## config.mk

```make
export PLATFORM = sky130hd
export DESIGN_NAME = dmem_arbiter
export DESIGN_NICKNAME = d
export VERILOG_FILES = /design/src/rtl/dmem_arbiter.sv
export SDC_FILE = /design/constraint.sdc
export NUM_CORES = 1
export LEC_CHECK = 0
export BUFFER_PORTS_ARGS = -buffer_cell sky130_fd_sc_hd__buf_2
export CORE_MARGIN = 8
export CORE_UTILIZATION = 30
export CTS_CLUSTER_SIZE = 20
export DETAILED_ROUTE_END_ITERATION = 6
export SLEW_MARGIN = 20
export SYNTH_ARGS = -nofsm -noshare
export SYNTH_HDL_FRONTEND = slang
export SYNTH_SLANG_ARGS = --single-unit
```

## constraint.sdc

```tcl
create_clock -name clock -period 5.1 [get_ports clock]
set_input_delay 0.255 -clock clock [delete_from_list [all_inputs] [get_ports clock]]
set_output_delay 0.255 -clock clock [all_outputs]
set_load 0.1 [all_outputs]
```

## src/rtl/dmem_arbiter.sv

```systemverilog
// dmem_arbiter: shares one data RAM between CPU memory stage and debug port; optional counters via DMEM_ARB_STATS_EN
module dmem_arbiter #(
  parameter int ADDR_WIDTH   = 32,
  parameter int DATA_WIDTH   = 32,
  parameter int MEM_LATENCY  = 2,
  parameter int STARVE_LIMIT = 4
) (
  input  logic                  clock,
  input  logic                  reset,
  input  logic                  cpu_req,
  input  logic                  cpu_we,
  input  logic [ADDR_WIDTH-1:0] cpu_addr,
  input  logic [DATA_WIDTH-1:0] cpu_wdata,
  output logic [DATA_WIDTH-1:0] cpu_rdata,
  output logic                  cpu_stall,
  input  logic                  dbg_req,
  input  logic                  dbg_we,
  input  logic [ADDR_WIDTH-1:0] dbg_addr,
  input  logic [DATA_WIDTH-1:0] dbg_wdata,
  output logic [DATA_WIDTH-1:0] dbg_rdata,
  output logic                  dbg_ack,
  output logic                  mem_en,
  output logic                  mem_we,
  output logic [ADDR_WIDTH-1:0] mem_addr,
  output logic [DATA_WIDTH-1:0] mem_wdata,
`ifdef DMEM_ARB_STATS_EN
  output logic [15:0]           stat_cpu_grants,
  output logic [15:0]           stat_dbg_grants,
  output logic [15:0]           stat_stall_cycles,
`endif
  input  logic [DATA_WIDTH-1:0] mem_rdata
);
  localparam int CW = MEM_LATENCY > 1 ? $clog2(MEM_LATENCY) : 1;
  localparam int SW = $clog2(STARVE_LIMIT + 1);
  typedef enum logic [1:0] {IDLE, BUSY, RESP} state_t;
  state_t        state;
  logic          owner_dbg;
  logic [CW-1:0] beat;
  logic [SW-1:0] starve_cnt;
  logic          start, pick_dbg, starved;
  assign starved   = starve_cnt == SW'(STARVE_LIMIT);
  assign start     = state == IDLE && (cpu_req || dbg_req);
  assign pick_dbg  = dbg_req && (!cpu_req || starved);
  assign cpu_stall = cpu_req && !(state == RESP && !owner_dbg);
  always_ff @(posedge clock or negedge reset) begin
    if (!reset) begin
      state      <= IDLE;
      owner_dbg  <= 1'b0;
      beat       <= '0;
      starve_cnt <= '0;
      mem_en     <= 1'b0;
      mem_we     <= 1'b0;
      mem_addr   <= '0;
      mem_wdata  <= '0;
      cpu_rdata  <= '0;
      dbg_rdata  <= '0;
      dbg_ack    <= 1'b0;
    end else begin
      dbg_ack <= 1'b0;
      case (state)
        IDLE: if (start) begin
          state      <= BUSY;
          owner_dbg  <= pick_dbg;
          beat       <= CW'(MEM_LATENCY - 1);
          mem_en     <= 1'b1;
          mem_we     <= pick_dbg ? dbg_we : cpu_we;
          mem_addr   <= pick_dbg ? dbg_addr : cpu_addr;
          mem_wdata  <= pick_dbg ? dbg_wdata : cpu_wdata;
          starve_cnt <= pick_dbg ? '0 : (dbg_req && !starved) ? starve_cnt + 1'b1 : starve_cnt;
        end
        BUSY: if (beat == '0) begin
          if (!mem_we && owner_dbg) dbg_rdata <= mem_rdata;
          if (!mem_we && !owner_dbg) cpu_rdata <= mem_rdata;
          mem_en  <= 1'b0;
          mem_we  <= 1'b0;
          dbg_ack <= owner_dbg;
          state   <= RESP;
        end else begin
          beat <= beat - 1'b1;
        end
        default: state <= IDLE;
      endcase
    end
  end
`ifdef DMEM_ARB_STATS_EN
  always_ff @(posedge clock or negedge reset) begin
    if (!reset) begin
      stat_cpu_grants   <= '0;
      stat_dbg_grants   <= '0;
      stat_stall_cycles <= '0;
    end else begin
      if (start && !pick_dbg && stat_cpu_grants != '1) stat_cpu_grants <= stat_cpu_grants + 1'b1;
      if (start && pick_dbg && stat_dbg_grants != '1) stat_dbg_grants <= stat_dbg_grants + 1'b1;
      if (cpu_stall && stat_stall_cycles != '1) stat_stall_cycles <= stat_stall_cycles + 1'b1;
    end
  end
`endif
endmodule

```

==> reports/qor.csv <==
stage,metric,value,unit
worst_setup_path,CP arrival,2.74,ns
finish,layout overhead on the synthesized area,36.7,%
clocking,H-Tree Depth,4,
finish,final net count,993,
timing,Slew headroom,28.4,%
floorplanning,# rows,52,
drt,initial DRC count,347,
timing,Tcrit/Tclk final,48.0,%
global_routing,via count of the first global-routing pass,5925,
yosys,Mapped Nets,725,
timing,setup_tns,0,ns
worst_setup_path,Worst Path Max Fanout,32,
run_status,status,finished clean,
worst_setup_path,crit path kind,flop to flop,
drt,post-route ant nets,0,
min_path,Hold Crit Depth,2,
clocking,worst skew pair latency,0.41,ns
global_routing,met3 Resource Use GR,6.41,%
yosys,register area share after synthesis,56.0,%
min_path,Min-Delay Path Class,primary input to flop,
global_routing,initial antenna violation count,0,
yosys,mapped cell area,6170,sq um
drt,Via density,5.04,
worst_setup_path,Worst setup SP type,flop,
timing,clock skew,0.0101,ns
yosys,yosys warns,0,
placement,DP Cell Count,1075,
timing,Hold Fails Final Rpt,0,
yosys,"FF+latch count, synth",138,
finish,layout cell share with drive strength beyond 1,48.9,%
clocking,clock-pin slew on the worst setup and hold paths,0.07,ns
drt,Pre-antenna DRT Iters,4,
drt,Vias,5588,
timing,Max Fclk,0.409,GHz
yosys,ys flop type,dfrtp_1,
yosys,Yosys cell types,36,
yosys,top cell type's share of synthesized area,56.0,%
clocking,CTS tree,done,
floorplanning,initial core utilization,30.5,%
yosys,syn avg cell area,11.1,sq um
drt,Remaining DRCs,0,
floorplanning,die area,25400,sq um
floorplanning,Core Area,20200,sq um
global_routing,GRT Util Overall,16.6,%
placement,port buffer count,297,
yosys,Synth area leaders,"dfrtp_1 (56%), mux2_4 (7.3%), a31oi_1 (6.5%)",
finish,Layout Cells excl Fill,1108,
clocking,TritonCTS Buffers,17,
timing,Tmin final,2.45,ns
clocking,Post-CTS Setup Inserts,0,
floorplanning,# IOs,298,
yosys,XOR/XNOR Fraction of Synth Area,0,%
worst_setup_path,flop2flop setup slack,2.65,ns
global_routing,met1 Use GR,21.1,%
clocking,Resized cells post-CTS,0,
global_routing,first-pass GRT wire length,34100,um
drt,Routed WL,21200,um
floorplanning,Vert. Die Dim,159,um
placement,GP Congestion,0.764,
drt,drt wl/cell,19.2,um
timing,Tightest Pin Transition,1.07,ns
timing,RSZ-0062 raised after global routing,false,
global_routing,largest net degree at the start of global routing,99,
worst_setup_path,crit path capture type,flop,
yosys,mux share of post-synthesis cell area,13.9,%
timing,Slew Limit Fails,0,
yosys,"EDFF count, synth",0,
flow_run,Max-cap violations,0,
yosys,asr flop ratio synth,100,%
worst_setup_path,critical path required time,5.40,ns
yosys,gate count after technology mapping,557,
yosys,largest family of logic cells by synthesized area,compound AO/OA/AOI/OAI gates,
clocking,clock root buffer,clkbuf_16,
clocking,Num Clock Sinks,138,
placement,hpwl dp,14600,um
finish,diode count,0,
global_routing,gr ovfl total,0,
yosys,adder-cell area share of the yosys netlist,0.406,%
yosys,simple-gate share of the synthesized area,6.98,%
global_routing,Top Usage Layer GRT,met2,
global_routing,met2 Use GR,25.4,%
floorplanning,Horiz. Die Dim,159,um
worst_setup_path,worst-case reg-to-reg path depth,3,
clocking,clk buf depth,2,
clocking,hold_buf cts,1,
yosys,cell accounting for the most synthesized area,dfrtp_1,
yosys,post-synthesis compound-gate area fraction,18.3,%
timing,Final setup violation count,0,
## Yosys cell counts (4+ instances only)
master,n
buf_2,7
o21ai_0,67
dfrtp_1,138
a31oi_1,64
inv_1,5
nand3_1,65
clkbuf_1,43
a21oi_1,67
mux2_4,30
nor2_1,4
mux2_2,33
buf_1,4
## metrics by stage
step | util (%) | area [sq um] | setup WS [ns] | hold slack [ns]
6_report | 41.7 | 8430 | 2.65 | 0.0853
5_1_grt | 41.7 | 8430 | 2.54 | 0.0669
4_1_cts | 41.7 | 8430 | 2.65 | 0.0562
3_5_place_dp | 38.7 | 7840 | 2.65 | 0.441
3_3_place_gp | 38.7 | 7840 | 2.69 | 0.437
2_1_floorplan | - | 6170 | 3.15 | -0.0406
## cell families (layout without fill, tap and decap cells)
| kind of cell | Yosys count | after routing |
|---|---|---|
| mux | 66 | 66 |
| flops | 138 | 138 |
| buf+inv | 64 | 345 |
| simple gates | 82 | 82 |
| compound gates | 205 | 205 |
| fa+ha+maj | 2 | 2 |
## metal layers
layer,routed length (um),share of wire (%)
met1,9240,44
met2,9620,45
met4,335,1.6
met3,2030,9.6
met5,0,0
## registers in the layout (all words and copies together), names as in the netlist
name / count
mem_we: 1
mem_wdata: 32
mem_addr: 32
cpu_rdata: 32
beat: 1
mem_en: 1
dbg_ack: 1
owner_dbg: 1
starve_cnt: 3
dbg_rdata: 32
state: 2
## critical path, stage by stage, from the launching register on
cell	delay (ns)
dfrtp_1	0.50
or3b_4	0.46
or3_2	0.88
mux2_4	0.46
## cell usage in the layout, fill, tap and decap left out, types with 2 or more instances in the layout
master / Yosys / layout
dfrtp_1: 138 / 138
buf_2: 7 / 296
nand3_1: 65 / 65
clkbuf_16: 0 / 17
inv_1: 5 / 5
a21oi_1: 67 / 67
a31oi_1: 64 / 64
o21ai_0: 67 / 67
nand2_1: 2 / 2
inv_8: 0 / 3
nor2_1: 4 / 3
mux2_1: 2 / 2
clkinvlp_4: 0 / 3
nor3b_1: 2 / 2
inv_6: 0 / 6
ha_1: 2 / 2
mux2_4: 30 / 30
mux2_2: 33 / 33
buf_4: 1 / 9
## worst paths after layout
check                              startpoint       endpoint
worst max-delay path                 state[0]   dbg_rdata[6]
worst min-delay path            mem_rdata[25]  dbg_rdata[25]
worst max register to register       state[0]   dbg_rdata[6]
worst min register to register   cpu_rdata[5]   cpu_rdata[5]
max in group asynchronous               reset   mem_addr[14]
min in group asynchronous               reset  cpu_rdata[16]
## cell type report
cell class                      instances  area (sq um)
Fill cell                            1999         11800
Sequential cell                       138          3450
Multi-Input combinational cell        355          2470
Timing Repair Buffer                  307          1570
Clock buffer                           17           425
Tap cell                              270           338
Clock inverter                         15           153
Inverter                                6          22.5
Power is left out: the tool's default activity adds up to more than one toggle a clock period on the data nets, which glitch-free logic cannot reach.
